$ cat config.mk
export PLATFORM = sky130hd
export DESIGN_NAME = sonar_scheduler
export DESIGN_NICKNAME = d
export VERILOG_FILES = /design/src/rtl/sonar_scheduler.sv
export SDC_FILE = /design/constraint.sdc
export NUM_CORES = 1
export LEC_CHECK = 0
export CORE_AREA = 3 3 157 113
export CTS_BUF_LIST = sky130_fd_sc_hd__clkbuf_4
export DETAILED_ROUTE_END_ITERATION = 12
export DIE_AREA = 0 0 160 116
export HOLD_SLACK_MARGIN = 0.1
export PLACE_DENSITY_LB_ADDON = 0.1
export SETUP_SLACK_MARGIN = 0.1
export SLEW_MARGIN = 20
export SYNTH_ARGS = -nofsm -noshare
export SYNTH_HDL_FRONTEND = slang
export SYNTH_SLANG_ARGS = --single-unit
$ cat constraint.sdc
create_clock -name CLOCK_50 -period 3.5 [get_ports CLOCK_50]
set_input_delay 0.525 -clock CLOCK_50 [delete_from_list [all_inputs] [get_ports CLOCK_50]]
set_output_delay 0.525 -clock CLOCK_50 [all_outputs]
set_load 0.01 [all_outputs]
$ cat src/rtl/sonar_scheduler.sv
// rtl/sonar_scheduler.sv - round-robin ultrasonic ranger scheduler
// Triggers one sensor at a time, times its echo and publishes a 9-bit cm distance.
module sonar_scheduler #(
  parameter int unsigned NUM_SENSORS         = 6,
  parameter int unsigned TRIG_CYCLES         = 500,
  parameter int unsigned CYCLES_PER_CM       = 2900,
  parameter int unsigned ECHO_TIMEOUT_CYCLES = 1500000,
  parameter int unsigned GAP_CYCLES          = 250000
) (
  input  logic                     CLOCK_50,
  input  logic                     reset,
  input  logic                     enable,
  input  logic [NUM_SENSORS-1:0]   sensor_mask,
  input  logic [NUM_SENSORS-1:0]   echo,
  output logic [NUM_SENSORS-1:0]   trigger,
  output logic [9*NUM_SENSORS-1:0] distance_flat,
  output logic [NUM_SENSORS-1:0]   valid,
  output logic [NUM_SENSORS-1:0]   timeout,
  output logic [2:0]               active_sensor,
  output logic                     busy
);

  typedef enum logic [2:0] {S_IDLE, S_TRIG, S_WAIT_RISE, S_MEASURE, S_GAP} state_t;

  state_t                   state_q;
  logic [2:0]               active_q;
  logic [NUM_SENSORS-1:0]   trig_q, valid_q, tout_q;
  logic [NUM_SENSORS-1:0]   echo_s1_q, echo_s2_q;
  logic [9*NUM_SENSORS-1:0] dist_q;
  logic                     busy_q;
  logic [31:0]              cnt_q, presc_q;
  logic [8:0]               cm_q;

  logic                     echo_act;
  logic [2:0]               sel_d;
  logic                     pub_d, pub_to_d, start_d;
  logic [8:0]               pub_dist_d;

  function automatic logic [NUM_SENSORS-1:0] onehot(input logic [2:0] idx);
    logic [NUM_SENSORS-1:0] r;
    r      = '0;
    r[idx] = 1'b1;
    return r;
  endfunction

  // Walk backwards so the nearest set bit after cur is the last one written.
  function automatic logic [2:0] next_sel(input logic [2:0] cur, input logic [NUM_SENSORS-1:0] m);
    logic [2:0] r;
    int unsigned idx;
    r = cur;
    for (int unsigned k = NUM_SENSORS; k >= 1; k--) begin
      idx = (32'(cur) + k) % NUM_SENSORS;
      if (m[idx[2:0]]) r = idx[2:0];
    end
    return r;
  endfunction

  always_comb begin
    echo_act   = echo_s2_q[active_q];
    sel_d      = next_sel(active_q, sensor_mask);
    start_d    = enable && (sensor_mask != '0);
    pub_d      = 1'b0;
    pub_to_d   = 1'b0;
    pub_dist_d = cm_q;
    case (state_q)
      S_WAIT_RISE: if (!echo_act && cnt_q == ECHO_TIMEOUT_CYCLES - 1) begin
        pub_d = 1'b1; pub_to_d = 1'b1; pub_dist_d = 9'h1FF;
      end
      S_MEASURE: if (!echo_act) begin
        pub_d = 1'b1;
      end else if (cnt_q == ECHO_TIMEOUT_CYCLES - 1) begin
        pub_d = 1'b1; pub_to_d = 1'b1; pub_dist_d = 9'h1FF;
      end
      default: ;
    endcase
  end

  always_ff @(posedge CLOCK_50 or negedge reset) begin
    if (!reset) begin
      state_q   <= S_IDLE;
      active_q  <= '0;
      trig_q    <= '0;
      valid_q   <= '0;
      tout_q    <= '0;
      dist_q    <= '0;
      busy_q    <= 1'b0;
      cnt_q     <= '0;
      presc_q   <= '0;
      cm_q      <= '0;
      echo_s1_q <= '0;
      echo_s2_q <= '0;
    end else begin
      echo_s1_q <= echo;
      echo_s2_q <= echo_s1_q;
      valid_q   <= '0;
      if (pub_d) begin
        for (int i = 0; i < NUM_SENSORS; i++) begin
          if (3'(i) == active_q) begin
            dist_q[9*i +: 9] <= pub_dist_d;
            tout_q[i]        <= pub_to_d;
          end
        end
        valid_q <= onehot(active_q);
        state_q <= S_GAP;
        cnt_q   <= '0;
      end
      case (state_q)
        S_IDLE: if (start_d) begin
          active_q <= sel_d;
          trig_q   <= onehot(sel_d);
          cnt_q    <= '0;
          busy_q   <= 1'b1;
          state_q  <= S_TRIG;
        end
        S_TRIG: if (cnt_q == TRIG_CYCLES - 1) begin
          trig_q  <= '0;
          cnt_q   <= '0;
          state_q <= S_WAIT_RISE;
        end else begin
          cnt_q <= cnt_q + 1;
        end
        // The rise-detect cycle already counts as one cycle of echo-high time.
        S_WAIT_RISE: if (echo_act) begin
          cnt_q   <= 32'd1;
          presc_q <= 32'd1;
          cm_q    <= '0;
          state_q <= S_MEASURE;
        end else if (!pub_d) begin
          cnt_q <= cnt_q + 1;
        end
        S_MEASURE: if (!pub_d) begin
          cnt_q <= cnt_q + 1;
          if (presc_q == CYCLES_PER_CM - 1) begin
            presc_q <= '0;
            if (cm_q != 9'h1FF) cm_q <= cm_q + 9'd1;
          end else begin
            presc_q <= presc_q + 1;
          end
        end
        S_GAP: if (cnt_q == GAP_CYCLES - 1) begin
          cnt_q <= '0;
          if (start_d) begin
            active_q <= sel_d;
            trig_q   <= onehot(sel_d);
            state_q  <= S_TRIG;
          end else begin
            busy_q  <= 1'b0;
            state_q <= S_IDLE;
          end
        end else begin
          cnt_q <= cnt_q + 1;
        end
        default: state_q <= S_IDLE;
      endcase
    end
  end

  assign trigger       = trig_q;
  assign distance_flat = dist_q;
  assign valid         = valid_q;
  assign timeout       = tout_q;
  assign active_sensor = active_q;
  assign busy          = busy_q;

endmodule

==> impl_metrics.ini <==
[placement]
gp_congestion = 0.8639
numPortBuffers = 90
dpl_worst_slack_ps = 139.3
hpwl_mm = 14.36
dpl_cell_area_um2 = 9951

[setup_path]
critPathLaunchType = flop
cp-end-kind = flop
crit_type = reg2reg
reg2reg_slack_ps = 210
crit_arrival_ps = 3740
critPathMaxStageDelay_ps = 520
slowest_stage = or4_4
cp_data_required_time_ps = 3950
r2r-end = trigger[5]
crit_family = simple AND/OR/NAND/NOR gates
r2r-start = active_sensor[1]
reg2regPathDepth = 12
cp.depth = 12
crit_chain = ha_4, ha_4, inv_1, ha_1, or3b_4, a22o_4, or4_4, nand2_4, nor2_1, a221oi_2, nor2b_1, a32o_1
path_max_fanout = 5
cpMostUsedCell = ha_4
cp_num_buf_inv = 1

[synth]
synthFlopType = dfrtp_1
yosysUniqueCellTypes = 72
async_flop_share_pct = 100.0
avgSynthCellArea_um2 = 9.621
synth_nets = 934
ys_seq_elements = 164
syn_area_um2 = 8640
synth_enable_flop_cells = 0
syn_inst = 898
synth_warnings = 0
yosysSeqAreaShare_pct = 47.50

[finish]
layout-drive-gt1-share_pct = 15.55
areaGrowthSynthToFinish_pct = 19.99
final_area_um2 = 10370
final_nets = 1039
n_antenna_cell = 0

[clock_tree]
clockRootBuffer = clkbuf_4
cts_tree = done
h-tree-depth = 4
cts-buffers-inserted = 17
insertion_delay_ps = 560
clockBufferDepth = 2
clk_pin_slew_ps = 150
cts.sinks = 164

[sta]
period_share_pct = 94.07
report.final.slew_viol_count = 0
clock.fmax_ghz = 0.3037
period_minus_slack_ps = 3293
setup_tns_ps = 0
worst_pin_slew_ps = 768.7
layout_setup_ws_ps = 207.4
fin_skew_ps = 41.13
relSlewSlack_pct = 48.41
hold_viol = 0
setup_viol = 0
rsz0062_at_grt = no

[routing]
first_iter_violations = 591
vias_per_cell = 5.638
wl_met3_um = 979
dr.max_layer_used = met4
drcViolationCount = 0
drt_first_pass_iters = 5
wl_met1_mm = 10.82
postRouteAntennaNets = 0
wl_per_cell_um = 16.29
routed-via-count = 6997
wl_met2_mm = 8.312
postRouteWirelength_mm = 20.22

[run]
max_cap_viol_count = 0

[global_route]
antenna_found_initial = 0
overflow = 0
grt_usage_pct = 22.29
grt_pass1_wl_mm = 33.78
grt_pass1_vias = 6468
grt_max_degree = 85

[hold_path]
min_to = echo_s2_q[5]
min_from = echo_s1_q[5]
min-delay-path-class = reg2reg
whs_path_depth = 0

[power]
p_per_area_nw_per_um2 = 344.4
irDropWorstVdd_v = 0.0004521
p_leak_nw = 4.490

[floorplanning]
die_x_um = 160
start_util_pct = 53.01
row_count = 39
io_pins = 91
core_area_um2 = 16300
die_h_um = 116
die_area_um2 = 18560

[status]
outcome = complete, no violations
## layer usage
layer | vias to the layer above | track usage, %
met5 | - | 0
met4 | 0 | 4.624
met3 | 9 | 4.466
met2 | 145 | 30.99
met1 | 3387 | 35.80
li1 | 3456 | -
## worst register-to-register path: stages (launching register included)
cell	delay, ps
dfrtp_2	480
ha_4	180
ha_4	260
inv_1	40
ha_1	270
or3b_4	400
a22o_4	240
or4_4	520
nand2_4	100
nor2_1	50
a221oi_2	300
nor2b_1	110
a32o_1	270
## stage by stage
stage                     instances  power [mW]  utilization, %  hold WS [ps]
after global routing           1241       3.736           63.60         333.4
after CTS                      1239       3.567           63.11         346.4
final                          1241       3.570           63.60         374.7
after floorplan                 898       2.210               -         229.4
after detailed placement       1206       2.355           61.05         337.8
after global placement         1206       2.352           61.05         333.6
## layout make-up
type,instances,area [µm²]
Clock buffer,17,127.6
Clock inverter,15,197.7
Fill cell,1389,5932
Inverter,18,67.56
Multi-Input combinational cell,681,4434
Sequential cell,164,4108
Tap cell,225,281.5
Timing Repair Buffer,121,1150
## state kept, by name (all words and copies together), names as in the netlist
signal,cells
echo_s2_q,6
presc_q,32
state_q,3
valid,6
trigger,6
active_sensor,3
timeout,6
busy,1
distance_flat,54
echo_s1_q,6
cm_q,9
cnt_q,32
## worst max path at each step
| stage | start | slack (ps) | endpoint |
|---|---|---|---|
| floorplan | active_sensor[1] | 110 | trigger[4] |
| global placement | active_sensor[1] | 210 | trigger[4] |
| CTS | active_sensor[1] | 130 | trigger[4] |
| global route | active_sensor[0] | 90 | trigger[5] |
| detailed placement | active_sensor[1] | 140 | trigger[5] |
| finish | active_sensor[1] | 210 | trigger[5] |
## cells in the mapped netlist, types with 5 or more instances
cell type	count	share of area (%)
a21oi_1	26	1.5
and2_1	10	0.72
and3_1	25	1.8
buf_2	5	0.29
clkbuf_1	27	1.2
dfrtp_1	164	48
ha_1	21	3.0
inv_1	18	0.78
mux2_2	41	5.3
mux2i_1	7	0.81
nand2_1	90	3.9
nand2b_1	9	0.65
nand3_1	37	2.1
nand4_1	18	1.3
nor2_1	82	3.6
nor2b_1	16	1.2
nor3_1	11	0.64
nor4_1	16	1.2
nor4b_1	5	0.51
o21ai_0	103	6.0
o31ai_1	21	1.8
or2_2	11	0.80
or3_1	20	1.4
xnor2_1	14	1.4
xor2_1	19	1.9
## cell usage in the layout, fill, tap and decap left out, types with 15 or more instances in the layout
cell type	Yosys	layout
nand3_1	37	37
o21ai_0	103	101
xor2_1	19	19
nand2_1	90	88
and3_1	25	25
nor2b_1	16	16
dfrtp_1	164	161
or3_1	20	20
ha_1	21	18
nor2_1	82	81
nand4_1	18	18
inv_1	18	17
a21oi_1	26	26
clkbuf_4	0	17
mux2_2	41	41
buf_4	3	29
clkdlybuf4s50_1	0	89
nor4_1	16	15
o31ai_1	21	21
## cells by family after synthesis
group	share of synthesized area [%]
and+or+nand+nor	22.64
AOI/OAI and AO/OA	14.18
DFF	47.50
buffers and inverters	2.505
muxes	6.676
xor gates and xnor gates	3.345
adders and majority gates	3.157
## report_power, final
part / internal [mW] / switching, mW / leakage [nW]
Combinational: 0.187 / 0.255 / 2.09
Sequential: 1.91 / 0.00897 / 2.23
Clock: 0.409 / 0.802 / 0.172
## what timing repair did
item | CTS | global route
gates resized for setup | 0 | 13
hold buffers | 1 | 0
buffers inserted | 0 | 2
hold endpoints to repair | 57 | 0
endpoints found under the setup margin | 0 | 13
(Power assumes the default switching activity.)
